===== src/rtl/mips16_pkg.sv =====
// Shared definitions for the 16-bit MIPS boot path: loader state encoding,
// frame sync marker and instruction word width.
package mips16_pkg;

   localparam int INSN_W = 16;
   localparam logic [7:0] SYNC_BYTE = 8'hA5;

   typedef enum logic [2:0] {
      IDLE,
      LEN,
      D_HI,
      D_LO,
      WRITE,
      CHK,
      DONE,
      ERR
   } load_state_t;

endpackage


===== src/rtl/imem_loader_if.sv =====
// Byte-stream input, instruction RAM write port and boot status of the loader.
// master = the loader, slave = the byte source / RAM / CPU side.
interface imem_loader_if #(parameter int ADDR_W = 6);
   import mips16_pkg::*;

   logic [7:0]        rx_data;
   logic              rx_valid;
   logic              rx_ready;
   logic              im_we;
   logic [ADDR_W-1:0] im_addr;
   logic [INSN_W-1:0] im_wd;
   logic              cpu_hold;
   logic              load_done;
   logic              load_err;
   logic [ADDR_W:0]   words_loaded;

   modport master (
      input  rx_data, rx_valid,
      output rx_ready, im_we, im_addr, im_wd,
             cpu_hold, load_done, load_err, words_loaded
   );

   modport slave (
      output rx_data, rx_valid,
      input  rx_ready, im_we, im_addr, im_wd,
             cpu_hold, load_done, load_err, words_loaded
   );

endinterface


===== src/rtl/imem_loader.sv =====
// Boot-time instruction RAM loader: parses SYNC/LEN/data/CHK frames, writes
// words sequentially and keeps the CPU in reset until a frame verifies.
//
// state | meaning
// ------+------------------------------------------------------------
// IDLE  | waiting for SYNC, other bytes dropped
// LEN   | next byte is the word count N
// D_HI  | next byte is the high byte of a word
// D_LO  | next byte is the low byte of a word
// WRITE | one-cycle RAM write, input stalled
// CHK   | next byte is the checksum
// DONE  | frame verified, CPU released; SYNC restarts
// ERR   | frame rejected, CPU held; SYNC restarts
module imem_loader #(
   parameter int ADDR_W = 6,
   parameter int DEPTH  = 64
) (
   input logic           clk,
   input logic           reset,
   imem_loader_if.master bus
);
   import mips16_pkg::*;

   load_state_t     state;
   logic [7:0]      len_q;
   logic [7:0]      chk_q;
   logic [7:0]      hi_q;
   logic [7:0]      lo_q;
   logic [ADDR_W:0] cnt_q;

   logic xfer;
   logic len_bad;
   logic last_word;

   assign xfer      = bus.rx_valid && (state != WRITE);
   assign len_bad   = (bus.rx_data == 8'd0) || (int'(bus.rx_data) > DEPTH);
   assign last_word = (int'(cnt_q) + 1 == int'(len_q));

   always_ff @(posedge clk) begin
      if (reset) begin
         state <= IDLE;
         len_q <= '0;
         chk_q <= '0;
         hi_q  <= '0;
         lo_q  <= '0;
         cnt_q <= '0;
      end else begin
         case (state)
            IDLE, DONE, ERR: begin
               if (xfer && bus.rx_data == SYNC_BYTE) state <= LEN;
            end
            LEN: begin
               if (xfer) begin
                  len_q <= bus.rx_data;
                  if (len_bad) begin
                     state <= ERR;
                  end else begin
                     chk_q <= bus.rx_data;
                     cnt_q <= '0;
                     state <= D_HI;
                  end
               end
            end
            D_HI: begin
               if (xfer) begin
                  hi_q  <= bus.rx_data;
                  chk_q <= chk_q ^ bus.rx_data;
                  state <= D_LO;
               end
            end
            D_LO: begin
               if (xfer) begin
                  lo_q  <= bus.rx_data;
                  chk_q <= chk_q ^ bus.rx_data;
                  state <= WRITE;
               end
            end
            WRITE: begin
               cnt_q <= cnt_q + 1'b1;
               state <= last_word ? CHK : D_HI;
            end
            CHK: begin
               if (xfer) state <= (bus.rx_data == chk_q) ? DONE : ERR;
            end
            default: state <= IDLE;
         endcase
      end
   end

   // A reset landing on a WRITE cycle must not leave a stray word in the RAM.
   assign bus.im_we        = (state == WRITE) && !reset;
   assign bus.rx_ready     = (state != WRITE);
   assign bus.im_addr      = cnt_q[ADDR_W-1:0];
   assign bus.im_wd        = {hi_q, lo_q};
   assign bus.cpu_hold     = (state != DONE);
   assign bus.load_done    = (state == DONE);
   assign bus.load_err     = (state == ERR);
   assign bus.words_loaded = cnt_q;

endmodule


===== src/flat_wrapper.sv =====
// flat-port wrapper written by rule: the top's interface ports become plain ports
module imem_loader_flat import mips16_pkg::*;
#(
   parameter int ADDR_W = 6,
   parameter int DEPTH  = 64
)
  (clk, reset, bus_rx_data, bus_rx_valid, bus_rx_ready, bus_im_we, bus_im_addr, bus_im_wd, bus_cpu_hold, bus_load_done, bus_load_err, bus_words_loaded);
  imem_loader_if #(.ADDR_W(ADDR_W)) bus_i ();
  input logic clk;
  input logic reset;
  input wire logic [$bits(bus_i.rx_data)-1:0] bus_rx_data;
  input wire logic [$bits(bus_i.rx_valid)-1:0] bus_rx_valid;
  output wire logic [$bits(bus_i.rx_ready)-1:0] bus_rx_ready;
  output wire logic [$bits(bus_i.im_we)-1:0] bus_im_we;
  output wire logic [$bits(bus_i.im_addr)-1:0] bus_im_addr;
  output wire logic [$bits(bus_i.im_wd)-1:0] bus_im_wd;
  output wire logic [$bits(bus_i.cpu_hold)-1:0] bus_cpu_hold;
  output wire logic [$bits(bus_i.load_done)-1:0] bus_load_done;
  output wire logic [$bits(bus_i.load_err)-1:0] bus_load_err;
  output wire logic [$bits(bus_i.words_loaded)-1:0] bus_words_loaded;
  assign bus_i.rx_data = bus_rx_data;
  assign bus_i.rx_valid = bus_rx_valid;
  assign bus_rx_ready = bus_i.rx_ready;
  assign bus_im_we = bus_i.im_we;
  assign bus_im_addr = bus_i.im_addr;
  assign bus_im_wd = bus_i.im_wd;
  assign bus_cpu_hold = bus_i.cpu_hold;
  assign bus_load_done = bus_i.load_done;
  assign bus_load_err = bus_i.load_err;
  assign bus_words_loaded = bus_i.words_loaded;
  imem_loader #(.ADDR_W(ADDR_W), .DEPTH(DEPTH)) u_core (.clk(clk), .reset(reset), .bus(bus_i));
endmodule

===== config.mk =====
export PLATFORM = sky130hd
export DESIGN_NAME = imem_loader_flat
export DESIGN_NICKNAME = d
export VERILOG_FILES = /design/src/rtl/mips16_pkg.sv /design/src/rtl/imem_loader_if.sv /design/src/rtl/imem_loader.sv /design/src/flat_wrapper.sv
export SDC_FILE = /design/constraint.sdc
export NUM_CORES = 1
export LEC_CHECK = 0
export CAP_MARGIN = 40
export CELL_PAD_IN_SITES_DETAIL_PLACEMENT = 1
export CELL_PAD_IN_SITES_GLOBAL_PLACEMENT = 1
export CORE_ASPECT_RATIO = 2
export CORE_MARGIN = 5
export CORE_UTILIZATION = 38
export CTS_CLUSTER_DIAMETER = 80
export DETAILED_ROUTE_END_ITERATION = 6
export PLACE_DENSITY_LB_ADDON = 0.1
export SLEW_MARGIN = 20
export SYNTH_ARGS = -nofsm -noshare
export SYNTH_HDL_FRONTEND = slang
export SYNTH_SLANG_ARGS = --single-unit

===== constraint.sdc =====
create_clock -name clk -period 3 [get_ports clk]
set_input_delay 0.9 -clock clk [delete_from_list [all_inputs] [get_ports clk]]
set_output_delay 0.9 -clock clk [all_outputs]
set_load 0.01 [all_outputs]

==> flow_metrics.tcl <==
set metrics [dict create \
    outcome "finished, final reports clean" \
    tightestPinTransition_ps 607.8 \
    power.leakage_nw 1.113 \
    worstSetupPathType "primary input to flop" \
    critPathMaxFanout 3 \
    finalWirelength_microns 7154 \
    grtUsageTotal 0.1940 \
    synth_seq_area_share 0.3682 \
    maxSlewHeadroom 0.5924 \
    dieWidth_microns 64.82 \
    syn_inst 285 \
    grt_overflow 0 \
    ys_warn_count 0 \
    slew_viol_final 0 \
    hold_viol 0 \
    die_area_sq_mm 0.007753 \
    hpwl_microns 5517 \
    power.internal_mw 1.067 \
    worstPathArrival_ps 3160 \
    clock-sinks 42 \
    die_y_microns 119.6 \
    portBuffers 44 \
    grt_max_degree 38 \
    hold_slack_ps 459.6 \
    syn_to_final_growth_pct 32.99 \
    synth_area_per_cell_sq_um 8.012 \
    async_flop_share 0 \
    fin_crit_sh 0.9767 \
    yosys.area.top_type "dfxtp_1" \
    viasPerCell 5.572 \
    endpoint_kind "flop" \
    synth_common_cells "58 x nand2_1, 42 x dfxtp_1, 30 x a21oi_1, 16 x clkbuf_1, 11 x xnor2_1" \
    comb_power_share 0.053 \
    drc_errors 0 \
    grt_pass1_wl_microns 11470 \
    drt-initial-drc-count 62 \
    clock_skew_ps 4.475 \
    io_pins 45 \
    max-clock-path-buffers 2 \
    p_seq_frac 0.418 \
    critPathRequiredTime_ps 3230 \
    hold_buffers 0 \
    yosysMostFrequentCell "nand2_1" \
    startpoint_type "primary input" \
    setup_viol 0 \
    maxCapViolations 0 \
    holdCritPathClass "flop to flop" \
    ys.flop_type "dfxtp_1" \
    grt_pass1_vias 2399 \
    dr_total_vias 2212 \
    dp_slack_ps -243.3 \
    cts_buffers 5 \
    antenna_found_initial 0 \
    layout.nets 345 \
    power_density_mw_per_mm2 439.2 \
    drtPass1Iterations 4 \
    layout-drive-gt1-share 0.1527 \
    netlist_area_sq_mm 0.002283 \
    cts_tree "done" \
    ant_nets 0 \
    post_cts_buffers 0 \
    synth_area_leaders "dfxtp_1 37%, nand2_1 9.5%, a21oi_1 6.6%, xnor2_1 4.2%, o221a_2 3.5%" \
    h-tree-depth 2 \
    start_util 0.3834 \
    place_area_sq_mm 0.002834 \
    synth_edf_count 0 \
    swShare 0.1997 \
    ys_ff_latch 42 \
    peakVddDrop_uv 512.6 \
    placementRows 40 \
    synth_top_area_share 0.3682 \
    finalCriticalPeriod_ps 2930 \
    syn_nets 297 \
    worst_slack_ps 69.96 \
    wl_per_cell_microns 18.02 \
    synth_cell_types 47 \
    fmax_mhz 341.3 \
    stdcell_area_sq_mm 0.003037 \
    clk_pin_slew_ps 60 \
    globalplace.congestion 0.7799 \
    clockPowerShare 0.528 \
    diodes 0 \
    power.switching_uw 266.3 \
    rsz0062_at_grt "false" \
    core-area_sq_mm 0.005956 \
    cts_root_buf "clkbuf_16" \
    insertion_delay_ps 290 \
]
## power by group through the flow
stage	logic, mW	clock network [mW]	registers (mW)
6_report	0.0713	0.704	0.558
5_1_grt	0.0762	0.740	0.558
4_1_cts	0.0708	0.720	0.558
3_5_place_dp	0.0704	0	0.570
3_3_place_gp	0.0696	0	0.570
2_1_floorplan	0.0365	0	0.570
## placed cells by master (no fill, tap or decap), drive strengths merged, types with 2 or more instances in the layout
| cell type | netlist | routed |
|---|---|---|
| nor2b | 6 | 6 |
| or3 | 7 | 7 |
| clkbuf | 16 | 5 |
| and4 | 2 | 2 |
| nor3 | 8 | 8 |
| a2111oi | 2 | 2 |
| a21o | 2 | 2 |
| nand3 | 7 | 7 |
| nand2 | 58 | 58 |
| o21ai | 5 | 5 |
| nand4 | 2 | 2 |
| a21oi | 30 | 30 |
| buf | 11 | 24 |
| clkdlybuf4s50 | 0 | 43 |
| a31o | 2 | 2 |
| or2 | 3 | 3 |
| dfxtp | 42 | 42 |
| nand3b | 2 | 2 |
| and2b | 6 | 6 |
| o211ai | 2 | 2 |
| xor2 | 3 | 3 |
| xnor2 | 11 | 11 |
| clkinv | 1 | 2 |
| nor2 | 7 | 7 |
| a211oi | 3 | 3 |
| o221a | 7 | 7 |
| bufinv | 0 | 2 |
| inv | 8 | 8 |
| and3 | 5 | 5 |
| a31oi | 13 | 13 |
## layer usage
layer | vias to the layer above | wire [microns] | track usage
met2 | 48 | 4138 | 0.3836
met3 | 23 | 191 | 0.03090
met4 | 0 | 391 | 0.1258
met5 | - | 0 | 0
met1 | 1050 | 2433 | 0.1686
li1 | 1091 | - | -
## cell families after synthesis
| family | after synthesis | share of synthesized area |
|---|---|---|
| compound gates | 75 | 0.2384 |
| xor+xnor | 14 | 0.05370 |
| fa+ha+maj | 1 | 0.005479 |
| buf+inv | 36 | 0.08000 |
| flops | 42 | 0.3682 |
| mux | 1 | 0.004384 |
| simple gates | 116 | 0.2499 |
## worst max-delay path, cell delays in order
cell	delay, ps
clkdlybuf4s50_1	470
or3_4	400
or3_4	380
buf_4	140
and3_1	190
a2111oi_0	510
a31o_2	180
## flip-flops by register name (all words and copies together) (netlist names)
signal,flops
u_core.len_q,8
u_core.chk_q,8
u_core.lo_q,8
u_core.bus.words_loaded,7
u_core.hi_q,8
u_core.state,3
## worst paths after layout
path / cells past startpoint / slack (ps) / end / startpoint
max: 7 / 70 / u_core.state[2]$_SDFFE_PP0P_ / bus_rx_data[1]
min: 2 / 460 / u_core.lo_q[3]$_SDFFE_PP0P_ / u_core.lo_q[3]$_SDFFE_PP0P_
max reg2reg: 6 / 680 / u_core.state[0]$_SDFFE_PP0P_ / u_core.bus.words_loaded[0]$_SDFFE_PP0P_
min reg2reg: 2 / 460 / u_core.lo_q[3]$_SDFFE_PP0P_ / u_core.lo_q[3]$_SDFFE_PP0P_
## final cells by class
cell class / instances / area, sq um
Clock buffer: 5 / 125.1
Multi-Input combinational cell: 207 / 1270
Clock inverter: 3 / 68.82
Fill cell: 736 / 2919
Timing Repair Buffer: 68 / 619.3
Inverter: 9 / 33.78
Sequential cell: 42 / 840.8
Tap cell: 63 / 78.83
## through the flow
stage	total power, mW	instances	TNS (ps)	util
after detailed placement	0.6409	389	-2496	0.4758
final	1.334	397	0	0.5099
after global placement	0.6400	389	-2096	0.4758
after CTS	1.349	397	0	0.5082
after floorplan	0.6069	285	0	-
after global routing	1.374	397	0	0.5099
## what timing repair did
| item | 4_1_cts | 5_1_grt |
|---|---|---|
| endpoints found under the setup margin | 1 | 8 |
| gates resized for setup | 1 | 2 |
| pin swaps | 0 | 0 |
No activity file was read; power rests on OpenSTA's default activity.
==> variant, RTL diff (same settings) <==
Put a register stage on the output `bus.load_err`. The value now appears one clock later.
--- a/src/rtl/imem_loader.sv
+++ b/src/rtl/imem_loader.sv
@@ -94,7 +94,9 @@
    assign bus.im_wd        = {hi_q, lo_q};
    assign bus.cpu_hold     = (state != DONE);
    assign bus.load_done    = (state == DONE);
-   assign bus.load_err     = (state == ERR);
+   always_ff @(posedge clk) begin
+      bus.load_err <= (state == ERR);
+   end
    assign bus.words_loaded = cnt_q;
 
 endmodule
Behaviour: not the same (a bounded check fails within 4 cycles, from zero or initial values and one cycle with reset high).
==> variant against the unedited design <==
Power fell by 11%. First-iteration DRC count is 53% higher. Critical path type unchanged. Worst hold slack worse by 0.0017 ns. Sequential cell count rose by 1. Worst setup slack gained 0.078 ns. Cell area fell by 1.2%. Largest cell class unchanged. Synthesized area up 0.88%. Fmax increased by 2.7%. Routed wire length increased by 0.98%. Sequential power up 2%. Count of clock-buffer cells in the layout unchanged.
==> variant: results (changes against the unedited design) <==
Critical path
  – Crit Path Max Fanout: 6 (+3)
  – R2R Setup Slk: 0.71 ns (+0.03 ns)
  – Worst EP arrival: 3.07 ns (-0.09 ns)
  – Worst R2R End: u_core.state[2]
  – Termination of the worst setup path: u_core.bus.words_loaded[5]

Logic synthesis
  – Register area share after synthesis: 0.374 (+0.00549)
  – Cell variety after synth: 47 (unchanged)
  – Top post-synthesis cells by area: dfxtp_1 37%, nand2_1 9.5%, a21oi_1 6.5%
  – Post-Syn Instances: 286 (+0.35%)
  – Flops & latches, synth: 43 (+2.4%)
  – Post-synth net total: 298 (+0.34%)

Layout
  – Sequential cell area share: 0.287 (+0.0101)
  – Layout clock area frac: 0.0496 (-0.0142)
  – Area Growth Syn to Fin: 30.2%
  – Ratio of cells with drive above 1 in the final layout: 0.146 (-0.00643)
  – Fraction of area in multi-input gates: 0.420 (+0.00190)
  – # nets final: 346 (+0.29%)
  – NonClk Buf Share: 0.206 (+0.00172)
  – # fillers: 718 (-2.4%)

Global routing
  – Global routing usage on met3: 0.0393 (+0.00843)
  – M1 GR Usage: 0.180 (+0.0109)
  – Total track usage: 0.204 (+0.00966)
  – M2 GR Usage: 0.397 (+0.0135)
  – First-pass GRT wire length: 12.0 mm (+4.5%)
  – Vias in the first global route: 2389 (-0.42%)

Pwr
  – P_leak: 1.09 nW (-1.8%)

Floorplanning
  – Area of the core: 0.00596 mm^2 (unchanged)

STA
  – Worst Setup Slack, final: 0.148 ns (+0.0780 ns)
  – Clock Skew: 0.00499 ns (+0.000515 ns)
  – Hold slack final: 0.458 ns (-0.00171 ns)
  – Setup violations, final: 0 (unchanged)

Min path
  – Worst hold start: u_core.hi_q[4]

Detailed routing
  – Vias: 2281 (+3.1%)
  – WL met3: 210 um (+9.9%)
  – 1st-iter DRT viols: 95 (+53%)
  – WL/cell: 18.2 um (+0.72%)
  – Met2 wire length: 4.17 mm (+0.72%)
  – First drt pass iteration count: 4 (unchanged)
  – M1 wire length: 2.41 mm (-1.0%)
  – WL final: 7.22 mm (+0.98%)

Placement
  – Detailed placer's ending HPWL: 5.59 mm (+1.4%)
  – Placement Setup Slack: -0.256 ns (-0.0124 ns)

Status
  – Status: complete, no violations
[variant: cell types whose count changed after synthesis]
cell,before,now
dfxtp_1,42,43
[variant: power by group through the flow]
stage | Sequential [mW] | Clock, mW | Combinational [mW]
2_1_floorplan | 0.584 | 0 | 0.0365
3_5_place_dp | 0.584 | 0 | 0.0707
4_1_cts | 0.571 | 0.564 | 0.0716
3_3_place_gp | 0.584 | 0 | 0.0703
5_1_grt | 0.571 | 0.587 | 0.0763
6_report | 0.571 | 0.549 | 0.0710
[variant: kinds of logic (layout without fill, tap and decap cells)]
group	Yosys count	count (layout)	synth area share
AND/OR/NAND/NOR	116	116	0.248
buffers and inverters	36	85	0.0793
multiplexers	1	1	0.00435
XOR/XNOR	14	14	0.0532
flip-flops	43	43	0.374
adder cells (fa/ha/maj)	1	1	0.00543
AO/OA/AOI/OAI	75	75	0.236
[variant: critical path, stage by stage]
cell and delay (ns):
clkdlybuf4s50_1 0.47, or3_4 0.39, or3_4 0.38, and4_1 0.20
or3_1 0.51, a31oi_4 0.23
